## config.mk

```make
export PLATFORM = sky130hd
export DESIGN_NAME = sram_emu_sliced
export DESIGN_NICKNAME = d
export VERILOG_FILES = /design/src/rtl/sram_emu_sliced.sv
export SDC_FILE = /design/constraint.sdc
export NUM_CORES = 1
export LEC_CHECK = 0
export CORE_MARGIN = 4
export CORE_UTILIZATION = 50
export CTS_BUF_LIST = sky130_fd_sc_hd__clkbuf_4 sky130_fd_sc_hd__clkbuf_8
export DETAILED_ROUTE_END_ITERATION = 16
export PLACE_DENSITY = 0.92
export SYNTH_ARGS = -nofsm -noshare
export SYNTH_HDL_FRONTEND = slang
export SYNTH_SLANG_ARGS = --single-unit
```

## constraint.sdc

```tcl
create_clock -name clk_a -period 5.57 [get_ports clk_a]
set_clock_uncertainty 0.2 [all_clocks]
set_input_delay 0.557 -clock clk_a [delete_from_list [all_inputs] [get_ports clk_a]]
set_output_delay 0.557 -clock clk_a [all_outputs]
set_load 0.1 [all_outputs]
```

## src/rtl/sram_emu_sliced.sv

```systemverilog
// Level-encoded SRAM model: hysteresis slicers on every input line feed a word array
// that clears itself after reset, with read-first/write-first ordering and a RD_LATENCY-deep read pipe.

module sram_emu_sliced #(
  parameter int DATA_WIDTH = 8,
  parameter int ADDR_WIDTH = 4,
  parameter int ANA_WIDTH  = 8,
  parameter int FULL_SCALE = 255,
  parameter int THRESH_HI  = 170,
  parameter int THRESH_LO  = 85,
  parameter int READ_MODE  = 0,
  parameter int RD_LATENCY = 1
) (
  input  logic                                 clk_a,
  input  logic                                 rst_n_a,
  input  logic [ANA_WIDTH-1:0]                 req_a,
  input  logic [ANA_WIDTH-1:0]                 we_a,
  input  logic [ADDR_WIDTH-1:0][ANA_WIDTH-1:0] addr_a,
  input  logic [DATA_WIDTH-1:0][ANA_WIDTH-1:0] din_a,
  output logic [DATA_WIDTH-1:0][ANA_WIDTH-1:0] dout_a,
  output logic [ANA_WIDTH-1:0]                 rvalid_a,
  output logic [ANA_WIDTH-1:0]                 ready_a
);
  localparam int DEPTH     = 2**ADDR_WIDTH;
  localparam int NUM_LINES = 2 + ADDR_WIDTH + DATA_WIDTH;
  localparam logic [ANA_WIDTH-1:0] FS    = ANA_WIDTH'(FULL_SCALE);
  localparam logic [ANA_WIDTH-1:0] TH_HI = ANA_WIDTH'(THRESH_HI);
  localparam logic [ANA_WIDTH-1:0] TH_LO = ANA_WIDTH'(THRESH_LO);
  localparam logic [0:0] ST_INIT = 1'b0;
  localparam logic [0:0] ST_IDLE = 1'b1;

  // Line order, LSB first: req, we, addr[], din[]
  logic [NUM_LINES-1:0][ANA_WIDTH-1:0] lvl;
  logic [NUM_LINES-1:0]                sl;

  assign lvl = {din_a, addr_a, we_a, req_a};

  for (genvar g = 0; g < NUM_LINES; g++) begin : g_slc
    // Levels between the thresholds keep the previous decision
    always_ff @(posedge clk_a or negedge rst_n_a) begin
      if (!rst_n_a)              sl[g] <= 1'b0;
      else if (lvl[g] >= TH_HI)  sl[g] <= 1'b1;
      else if (lvl[g] <= TH_LO)  sl[g] <= 1'b0;
    end
  end

  logic                  s_req, s_we;
  logic [ADDR_WIDTH-1:0] s_addr;
  logic [DATA_WIDTH-1:0] s_din;

  assign s_req  = sl[0];
  assign s_we   = sl[1];
  assign s_addr = sl[2 +: ADDR_WIDTH];
  assign s_din  = sl[2+ADDR_WIDTH +: DATA_WIDTH];

  logic [0:0]            state;
  logic [ADDR_WIDTH-1:0] cnt;
  logic                  acc;

  always_ff @(posedge clk_a or negedge rst_n_a) begin
    if (!rst_n_a) begin
      state <= ST_INIT;
      cnt   <= '0;
    end else if (state == ST_INIT) begin
      cnt <= cnt + 1'b1;
      if (&cnt) state <= ST_IDLE;
    end
  end

  // Requests seen during INIT are simply ignored
  assign acc = (state == ST_IDLE) && s_req;

  logic [DATA_WIDTH-1:0] mem [DEPTH];
  logic [DATA_WIDTH-1:0] rd_word;

  always_ff @(posedge clk_a) begin
    if (state == ST_INIT)    mem[cnt]    <= '0;
    else if (acc && s_we)    mem[s_addr] <= s_din;
  end

  assign rd_word = (READ_MODE != 0 && s_we) ? s_din : mem[s_addr];

  // Data stages only load on a valid beat, so the last stage holds the previous word
  logic [RD_LATENCY:1]                 vld_pipe;
  logic [RD_LATENCY:1][DATA_WIDTH-1:0] dat_pipe;

  always_ff @(posedge clk_a or negedge rst_n_a) begin
    if (!rst_n_a) begin
      vld_pipe <= '0;
      dat_pipe <= '0;
    end else begin
      vld_pipe[1] <= acc;
      if (acc) dat_pipe[1] <= rd_word;
      for (int i = 2; i <= RD_LATENCY; i++) begin
        vld_pipe[i] <= vld_pipe[i-1];
        if (vld_pipe[i-1]) dat_pipe[i] <= dat_pipe[i-1];
      end
    end
  end

  for (genvar g = 0; g < DATA_WIDTH; g++) begin : g_dout
    assign dout_a[g] = dat_pipe[RD_LATENCY][g] ? FS : '0;
  end

  assign rvalid_a = vld_pipe[RD_LATENCY] ? FS : '0;
  assign ready_a  = (state == ST_IDLE)   ? FS : '0;

endmodule
```

==> summary.txt, run 1 <==
Clock tree
  – CTS Sinks: 156
  – Reg clk slew, reported paths: about 0.080 ns
  – H-tree levels: 4
  – Post_cts resized: 0
  – CTS Buf Count: 17
  – Cts hold-fix bufs: 0
  – Root Buffer: clkbuf_8
  – Clk_lat worst skew: 0.44 ns
  – CTS tree: done
  – Clk buf depth: 2
  – Total setup buffers inserted after CTS: 0

Floorplan
  – Initial Utilization: 0.5099
  – Core area: about 0.014 sq mm
  – DIE HEIGHT: about 130 microns
  – I/O pins: 194
  – Die W: between 100 and 150 microns
  – Die Area: roughly 0.017 sq mm
  – Core Rows: 44

Critical path
  – Crit path launch type: flop
  – Critical path class: flop to output port
  – Crit-path leading delay family: buffers and inverters
  – Req. time, crit path: 4.81 ns
  – R2R setup slack: 2.74 ns
  – Crit-path cells: clkdlybuf4s50_1
  – Arrival time worst endpoint: 2.38 ns
  – Slowest cell on crit path: clkdlybuf4s50_1
  – Buffers & Inverters on Critical Path: 1
  – Max stage delay on crit path: around 1.3 ns
  – Crit. End Element: output port
  – Worst Path Max Fanout: 18

Placement
  – Setup WS pre-CTS: 2.854 ns
  – Port bufs: ~180
  – Area of placed instances: around 0.0087 sq mm
  – HPWL Detailed: 11,600 microns
  – Routability cong.: 0.8313

Synth
  – FFs w/ async S/R, synth: 0.1795
  – Synth Warn #: 0
  – Post-Synthesis Cells: 569
  – Mapped Area: 0.007382 sq mm
  – Synth Area per Inst: about 13 sq um
  – Post-synth top flop: edfxtp_1
  – Sequential area share after synthesis: 0.6156
  – Yosys reg bits: ~160
  – Post-synthesis cell type count: 35
  – Syn nets: 684
  – Post-synth EDFFs: 128

Timing
  – Max Slew Vio Count: 0
  – Final WS setup: ~2.4 ns
  – Setup Viol. Count Final: 0
  – RSZ-0062 raised after global routing: false
  – Fin Setup TNS: 0 ns
  – Max-slew headroom: 0.3260
  – Post-layout minimum cycle time: approximately 3.1 ns
  – FMAX: 319.1 MHz
  – Final period util: 0.5627
  – Actual slew at the worst max-slew pin: 1.008 ns
  – Final hold violations: 0

Outcome
  – Status: complete, no violations

Routing
  – DRC violations left: 0
  – Via count: 4,970
  – Vias/cell: 5.674
  – Post-DRT Antenna Nets: 0
  – Drt initial violations: 487
  – Routed WL per cell: 18.55 microns
  – Drt first pass iters: 5
  – Routed Wire Length: roughly 16,000 microns

Final layout
  – N_diodes: 0
  – Post-Layout Inst Area: 0.009117 sq mm
  – Final #Nets: 794
  – FILL cells: 1,001
  – Layout cells sized above 1: 0.07081
  – Area of the multi-input gates: 0.002083 sq mm
  – Area grow syn2layout: 23.51%
  – Post-layout util: 0.6297
  – Sequential cell area: 0.004548 sq mm

Power and ir drop
  – Pwr Density: 457.8 mW/mm^2
  – Leakage: 3.564 nW
  – Peak VDD IR: 277.4 uV
  – Design Power: 0.004174 W

Global routing
  – Vias in the first global route: 4,959
  – First-pass GRT wire length: 25,040 microns
  – Largest net degree at the start of global routing: 51
  – Total gr overflow: 0
  – GRT Resource Usage Total: 0.1962
  – Initial antenna violation count: 1

Min path
  – Hold Path Class: primary input to asynchronous set/reset pin

Job
  – Max-cap violation count: 0
==> cells by family (layout without fill, tap and decap cells) <==
family / Yosys count / count (layout) / synth area share
mux: 65 / 65 / 0.08830
fa+ha+maj: 1 / 1 / 0.001695
xor+xnor: 3 / 3 / 0.003560
simple gates: 138 / 138 / 0.08915
flops: 156 / 156 / 0.6156
compound gates: 106 / 106 / 0.09949
buf+inv: 100 / 223 / 0.1022
==> final timing paths <==
check | cells past startpoint | to | start
max reg2reg | 4 | mem[3][3] | state
min in group clk_a | 2 | s_din[6] | s_din[6]
max in group asynchronous | 2 | s_addr[0] | rst_n_a
min | 2 | s_addr[0] | rst_n_a
min reg2reg | 2 | s_din[6] | s_din[6]
max | 1 | ready_a[5] | state
==> area by class of cell <==
cell class	instances	area share
Tap cell	184	0.02525
Timing Repair Buffer	182	0.1990
Multi-Input combinational cell	313	0.2285
Inverter	9	0.003705
Clock inverter	7	0.009743
Sequential cell	156	0.4988
Clock buffer	25	0.03499
==> synth_stat cells, drive strengths merged (8+ instances only) <==
cell type | instances | share of area
a32oi | 14 | 0.017
inv | 9 | 0.0046
nor2 | 32 | 0.018
a22oi | 26 | 0.031
a21o | 13 | 0.013
edfxtp | 128 | 0.52
nand4 | 8 | 0.0068
a21oi | 16 | 0.011
mux2i | 64 | 0.087
nand2b | 13 | 0.011
o21ai | 28 | 0.019
nand3 | 18 | 0.012
and2 | 9 | 0.0080
dfrtp | 28 | 0.095
buf | 91 | 0.098
nand2 | 49 | 0.025
==> placed cells by master (no fill, tap or decap), types with 3 or more instances in the layout <==
cell type / count
clkinv_2: 4
nand2b_1: 13
clkbuf_4: 4
o21ai_0: 28
a22oi_2: 7
nand4_1: 8
and2_1: 8
nand2_1: 49
edfxtp_1: 128
inv_1: 9
xnor2_1: 3
nor2_1: 30
dfrtp_1: 27
clkbuf_8: 21
mux2i_1: 64
a22oi_1: 19
nand3_1: 18
clkdlybuf4s50_1: 179
a32oi_1: 14
a21o_1: 13
a31oi_1: 5
buf_4: 3
a21oi_1: 16
==> sequential cells by signal (all words and copies together), names as in the netlist <==
signal    count
vld_pipe      1
cnt           4
mem         128
s_din         8
s_addr        4
s_we          1
state         1
s_req         1
dat_pipe      8
==> power breakdown <==
group	internal [W]	total, W	switching [W]
registers	0.00134	0.00141	0.0000721
logic	0.000419	0.00191	0.00149
clock network	0.000464	0.000851	0.000387
==> through the flow <==
stage	std cells	hold slack (ns)
2_1_floorplan	569	0.06141
3_3_place_gp	844	0.2995
3_5_place_dp	844	0.3146
4_1_cts	876	0.2853
5_1_grt	876	0.3068
6_report	876	0.2953
==> per-layer routing <==
metal  vias up  global-route usage  routed length, microns
li1       2261                   -                       -
met1      2380              0.2269                    5973
met2       287              0.3442                    8214
met3        40             0.05400                    1663
met4         2             0.08252                     382
met5         -                   0                      13
(Power assumes the default switching activity.)
==> run 2: changes to the inputs <==
--- a/config.mk
+++ b/config.mk
@@ -6,10 +6,10 @@
 export NUM_CORES = 1
 export LEC_CHECK = 0
 export CORE_MARGIN = 4
-export CORE_UTILIZATION = 50
+export CORE_UTILIZATION = 46
 export CTS_BUF_LIST = sky130_fd_sc_hd__clkbuf_4 sky130_fd_sc_hd__clkbuf_8
 export DETAILED_ROUTE_END_ITERATION = 16
-export PLACE_DENSITY = 0.92
+export PLACE_DENSITY = 0.89
 export SYNTH_ARGS = -nofsm -noshare
 export SYNTH_HDL_FRONTEND = slang
 export SYNTH_SLANG_ARGS = --single-unit
==> constraint.sdc (replaced) <==
create_clock -name clk_a -period 2.5 [get_ports clk_a]
set_clock_uncertainty 0.2 [all_clocks]
set_input_delay 0.25 -clock clk_a [delete_from_list [all_inputs] [get_ports clk_a]]
set_output_delay 0.25 -clock clk_a [all_outputs]
set_load 0.1 [all_outputs]
==> summary.txt, run 2 (synthesized netlist as in run 1, its figures left out) <==
Critical path
  – Critical path class: flop to flop
  – Req. time, crit path: 2.38 ns (-2.43 ns)
  – Slowest cell on crit path: nor2_1
  – Crit-path cells: buf_4 -> nor2b_1 -> a32oi_1 -> nor2_1
  – Setup crit start: state
  – R2R setup slack: 0.28 ns (-2.46 ns)
  – Max stage delay on crit path: 0.63 ns (-0.62 ns)
  – Arrival time worst endpoint: 2.10 ns (-0.28 ns)
  – Crit. End Element: flop
  – Crit path launch type: flop
  – Worst Path Max Fanout: 17 (-1)
  – R2R Path Start: state

Final layout
  – Post-layout util: 0.5779 (-0.05176)
  – N_diodes: 0 (unchanged)
  – Biggest register: mem
  – Final #Nets: 815 (+2.6%)
  – Max reg flops: 128 (unchanged)
  – Most common cell after layout, fill and taps aside: edfxtp_1
  – Area grow syn2layout: 23.92%
  – Commonest non-fill, non-tap cells in the layout: edfxtp_1, buf_4, clkdlybuf4s50_1, mux2i_1, nand2_1
  – Layout cells sized above 1: 0.2076 (+0.1368)

Routing
  – Wl on met1: 6101 microns (+2.1%)
  – Drt first pass iters: 4 (-1)
  – Via count: 4,935 (-0.70%)
  – Met2 WL: 7893 microns (-3.9%)
  – Vias/cell: 5.312 (-6.4%)
  – Routed Wire Length: 16,080 microns (-1.0%)
  – DRC violations left: 0 (unchanged)
  – Routed WL per cell: 17.31 microns (-6.7%)
  – Routed wl met3: 1727 microns (+3.8%)
  – Post-DRT Antenna Nets: 0 (unchanged)
  – Drt initial violations: 481 (-1.2%)
  – Highest metal used: met4

Timing
  – Max Slew Vio Count: 0 (unchanged)
  – Setup Viol. Count Final: 0 (unchanged)
  – FMAX: 450.1 MHz
  – Post-layout minimum cycle time: around 2.2 ns
  – Max-slew headroom: 0.4756 (+0.1496)
  – Hold slack: -0.008917 ns (-0.3042 ns)
  – Fin Setup TNS: 0 ns (unchanged)
  – Final hold violations: 12 (+12)
  – Final period util: 0.8888
  – Actual slew at the worst max-slew pin: 0.7837 ns (-0.2242 ns)
  – RSZ-0062 raised after global routing: false

Placement
  – Port bufs: 179 (unchanged)
  – HPWL Detailed: 11,470 microns (-1.2%)
  – Routability cong.: 0.8620 (+3.7%)

Floorplan
  – Core area: 0.01583 sq mm (+9.3%)
  – Initial Utilization: 0.4664 (-0.04345)
  – DIE HEIGHT: 134.7 microns (+4.0%)
  – Core Rows: 46 (+4.5%)
  – Die W: 134.7 microns (+4.0%)
  – I/O pins: 194 (unchanged)
  – Die Area: 0.01814 sq mm (+8.2%)

Global routing
  – Initial antenna violation count: 0 (-1)
  – First-pass GRT wire length: 24,530 microns (-2.0%)
  – Vias in the first global route: 4,932 (-0.54%)
  – GRT Resource Usage Total: 0.1769 (-0.01931)
  – Total gr overflow: 0 (unchanged)
  – Largest net degree at the start of global routing: 51 (unchanged)

Clock tree
  – Clk buf depth: 2 (unchanged)
  – Root Buffer: clkbuf_8
  – Total setup buffers inserted after CTS: 0 (unchanged)
  – CTS Sinks: 156 (unchanged)
  – H-tree levels: 4 (unchanged)
  – CTS Buf Count: 17 (unchanged)
  – Clk_lat worst skew: 0.45 ns (about the same)
  – Reg clk slew, reported paths: 0.09 ns (about the same)
  – CTS tree: done
  – Post_cts resized: 0 (unchanged)
  – Cts hold-fix bufs: 0 (unchanged)

Power and ir drop
  – Peak VDD IR: 859.6 uV (+210%)
  – Pwr Density: 1020 mW/mm^2 (+120%)
  – Leakage: 3.752 nW (+5.3%)

Outcome
  – Status: finished, violations left
  – Failing checks: negative hold slack

Job
  – Max-cap violation count: 0 (unchanged)

Min path
  – Hold Path Class: primary input to asynchronous set/reset pin
==> run 2: final cells by class <==
class                   count  area, sq um
multi-input cells         313         2083
fillers                  1211         6680
clock inverters            12        171.4
well taps                 216        270.3
clock buffers              20        256.5
inverters                   9        33.78
flip-flops and latches    156         4548
repair buffers            203         1784
==> run 2: final timing paths <==
check                        endpoint  cells past startpoint
max in group asynchronous   s_addr[0]                      2
min in group clk_a           s_din[7]                      3
hold reg to reg              s_din[6]                      2
hold / removal               s_din[7]                      2
setup reg to reg           mem[15][6]                      4
setup / recovery           mem[15][6]                      4
==> run 2: power by group <==
| part | total [W] | internal, W | switching, W |
|---|---|---|---|
| Sequential | 0.00313 | 0.00299 | 0.000144 |
| Clock | 0.00201 | 0.00111 | 0.000893 |
| Combinational | 0.00419 | 0.000831 | 0.00336 |
| Total | 0.00933 | 0.00494 | 0.00439 |
==> run 2: layer usage <==
metal / global-route usage / up-vias
li1: - / 2317
met1: 0.2047 / 2338
met2: 0.3004 / 250
met3: 0.06632 / 30
met4: 0.06618 / 0
met5: 0 / -
==> run 2: critical path: cells and delay by family, from the launching register on <==
kind                   cells  cell delay (ns)
flip-flops                 1             0.38
AND/OR/NAND/NOR            2             0.88
buffers and inverters      1             0.19
AO/OA/AOI/OAI              1             0.19
==> run 2: metrics by stage <==
stage	area, sq um	cells	total power (W)	hold slack [ns]	worst slack, ns
2_1_floorplan	7382	569	0.006877	-0.2456	0.4341
3_3_place_gp	8720	897	0.007324	0.3064	0.4234
3_5_place_dp	8720	897	0.007386	0.3135	0.3671
4_1_cts	9148	929	0.009363	0.009599	0.3095
5_1_grt	9148	929	0.009611	0.02060	0.1769
6_report	9148	929	0.009327	-0.008917	0.2781
==> run 3: changes to the inputs <==
--- a/config.mk
+++ b/config.mk
@@ -6,10 +6,10 @@
 export NUM_CORES = 1
 export LEC_CHECK = 0
 export CORE_MARGIN = 4
-export CORE_UTILIZATION = 46
+export CORE_UTILIZATION = 50
 export CTS_BUF_LIST = sky130_fd_sc_hd__clkbuf_4 sky130_fd_sc_hd__clkbuf_8
 export DETAILED_ROUTE_END_ITERATION = 16
-export PLACE_DENSITY = 0.89
+export PLACE_DENSITY = 0.92
 export SYNTH_ARGS = -nofsm -noshare
 export SYNTH_HDL_FRONTEND = slang
 export SYNTH_SLANG_ARGS = --single-unit
==> constraint.sdc (replaced) <==
create_clock -name clk_a -period 2.3 [get_ports clk_a]
set_clock_uncertainty 0.2 [all_clocks]
set_input_delay 0.23 -clock clk_a [delete_from_list [all_inputs] [get_ports clk_a]]
set_output_delay 0.23 -clock clk_a [all_outputs]
set_load 0.1 [all_outputs]
==> summary.txt, run 3 (synthesized netlist as in run 1, its figures left out) <==
Outcome
  – Status: complete, no violations

Timing
  – Final period util: 0.9880 (+0.09920)
  – Post-layout minimum cycle time: 2.272 ns (+0.05042 ns)
  – Actual slew at the worst max-slew pin: 0.7457 ns (-0.03801 ns)
  – Max Slew Vio Count: 0 (unchanged)
  – Fin Setup TNS: 0 ns (unchanged)
  – Setup Viol. Count Final: 0 (unchanged)
  – Final hold violations: 0 (-12)
  – Max-slew headroom: 0.5010 (+0.02544)
  – FMAX: 440.1 MHz (-2.2%)
  – RSZ-0062 raised after global routing: true

Clock tree
  – CTS tree: done
  – Clk_lat worst skew: 0.45 ns (about the same)
  – Root Buffer: clkbuf_8
  – CTS Sinks: 156 (unchanged)
  – H-tree levels: 4 (unchanged)
  – Clk buf depth: 2 (unchanged)
  – Reg clk slew, reported paths: 0.08 ns (about the same)
  – CTS Buf Count: 17 (unchanged)

Routing
  – Routed wl met3: 1622 microns (-6.1%)
  – Routed Wire Length: 17,040 microns (+5.9%)
  – Routed WL per cell: 19.04 microns (+10%)
  – Post-DRT Antenna Nets: 0 (unchanged)
  – Via count: 5,070 (+2.7%)
  – Drt initial violations: 380 (-21%)
  – DRC violations left: 0 (unchanged)
  – Highest metal used: met5
  – Drt first pass iters: 6 (+2)
  – Vias/cell: 5.665 (+6.6%)
  – Met2 WL: 8899 microns (+13%)
  – Wl on met1: 6076 microns (-0.41%)

Floorplan
  – Core area: 0.01448 sq mm (-8.5%)
  – Initial Utilization: 0.5099 (+0.04345)
  – DIE HEIGHT: 129.5 microns (-3.8%)
  – Die W: 129.5 microns (-3.8%)
  – Core Rows: 44 (-4.3%)
  – Die Area: 0.01677 sq mm (-7.5%)
  – I/O pins: 194 (unchanged)

Critical path
  – R2R setup slack: 0.03 ns (-0.25 ns)
  – Reg2reg end: mem[1][2]
  – Critical path class: flop to flop
  – Arrival time worst endpoint: 2.15 ns (+0.05 ns)
  – Worst R2R Path Depth: 4 (unchanged)
  – Setup crit start: state
  – R2R Path Start: state
  – Crit path launch type: flop
  – Req. time, crit path: 2.18 ns (-0.20 ns)
  – Crit. End Element: flop
  – Worst Path Max Fanout: 8 (-9)
  – Setup crit end: mem[1][2]

Final layout
  – Final #Nets: 813 (-0.25%)
  – Fin cells: 895 (-3.7%)
  – Commonest non-fill, non-tap cells in the layout: edfxtp_1, buf_4, clkdlybuf4s50_1, mux2i_1, nand2_1
  – Max reg flops: 128 (unchanged)
  – Most common cell after layout, fill and taps aside: edfxtp_1
  – FILL cells: 1,076 (-11%)
  – N_diodes: 0 (unchanged)
  – Area grow syn2layout: 22.78%
  – Layout cells sized above 1: 0.2110 (+0.003397)
  – Biggest register: mem

Placement
  – HPWL Detailed: 12,280 microns (+7.1%)
  – Routability cong.: 0.8319 (-3.5%)
  – Port bufs: 179 (unchanged)
  – Placed cell count: 862 (-3.9%)

Min path
  – Hold Path Class: primary input to flop

Job
  – Max-cap violation count: 0 (unchanged)

Global routing
  – GRT Resource Usage Total: 0.2050 (+0.02813)
  – Largest net degree at the start of global routing: 30 (-41%)
  – Initial antenna violation count: 1 (+1)
  – First-pass GRT wire length: 25,730 microns (+4.9%)
  – Total gr overflow: 0 (unchanged)
  – Vias in the first global route: 5,135 (+4.1%)

Power and ir drop
  – Pwr Density: 1103 mW/mm^2 (+8.2%)
  – Peak VDD IR: 684.7 uV (-20%)
  – Leakage: 3.717 nW (-0.92%)
run 3: critical path: stages, from the launching register on:
cell and delay, ns:
dfrtp_1 0.43, nand3_1 0.23, nor3b_1 0.27, a31oi_1 0.16, nor2_1 0.60
run 3: through the flow:
step	util	instance area [sq um]	worst slack, ns	hold slack [ns]	total power, W
final	0.6260	9064	0.02770	0.1564	0.009996
after global routing	0.6260	9064	-0.1104	0.1577	0.01030
after CTS	0.6253	9054	-0.01517	0.1298	0.01003
after detailed placement	0.5970	8645	0.002479	0.3269	0.008043
after global placement	0.5970	8645	0.2054	0.3025	0.007978
after floorplan	-	7382	0.2341	-0.2656	0.007475
run 3: repair_timing:
action | 4_1_cts | 5_1_grt
buffers inserted | 0 | 0
gates resized for setup | 0 | 4
hold buffers | 1 | 0
setup endpoints to repair | 12 | 56
endpoints found under the hold margin | 28 | 0
run 3: final cells by class:
cell class	instances	area (sq um)	share of cell area
Sequential cell	156	4548	0.5018
Multi-Input combinational cell	313	2093	0.2310
Timing Repair Buffer	201	1759	0.1941
Clock buffer	22	284.0	0.03134
Tap cell	184	230.2	0.02540
Clock inverter	10	115.1	0.01270
Inverter	9	33.78	0.003727
run 3: report_power, final:
part	internal (W)	switching, W
Clock	0.00106	0.000962
Sequential	0.00325	0.000164
Combinational	0.000908	0.00366
run 3: metal layers:
layer  GRT usage  vias up
met2      0.3738      273
met1      0.2254     2453
met5           0        -
met4     0.08435        2
met3     0.05647       41
li1            -     2301
run 3: worst min path at each step:
stage,startpoint,to,slack [ns],cells past startpoint
after floorplan,rst_n_a,cnt[0],-0.27,0
after global placement,s_din[6],s_din[6],0.30,2
after detailed placement,cnt[2],cnt[2],0.33,1
after CTS,din_a[62],s_din[7],0.13,3
after global routing,din_a[62],s_din[7],0.16,3
final,din_a[62],s_din[7],0.16,3
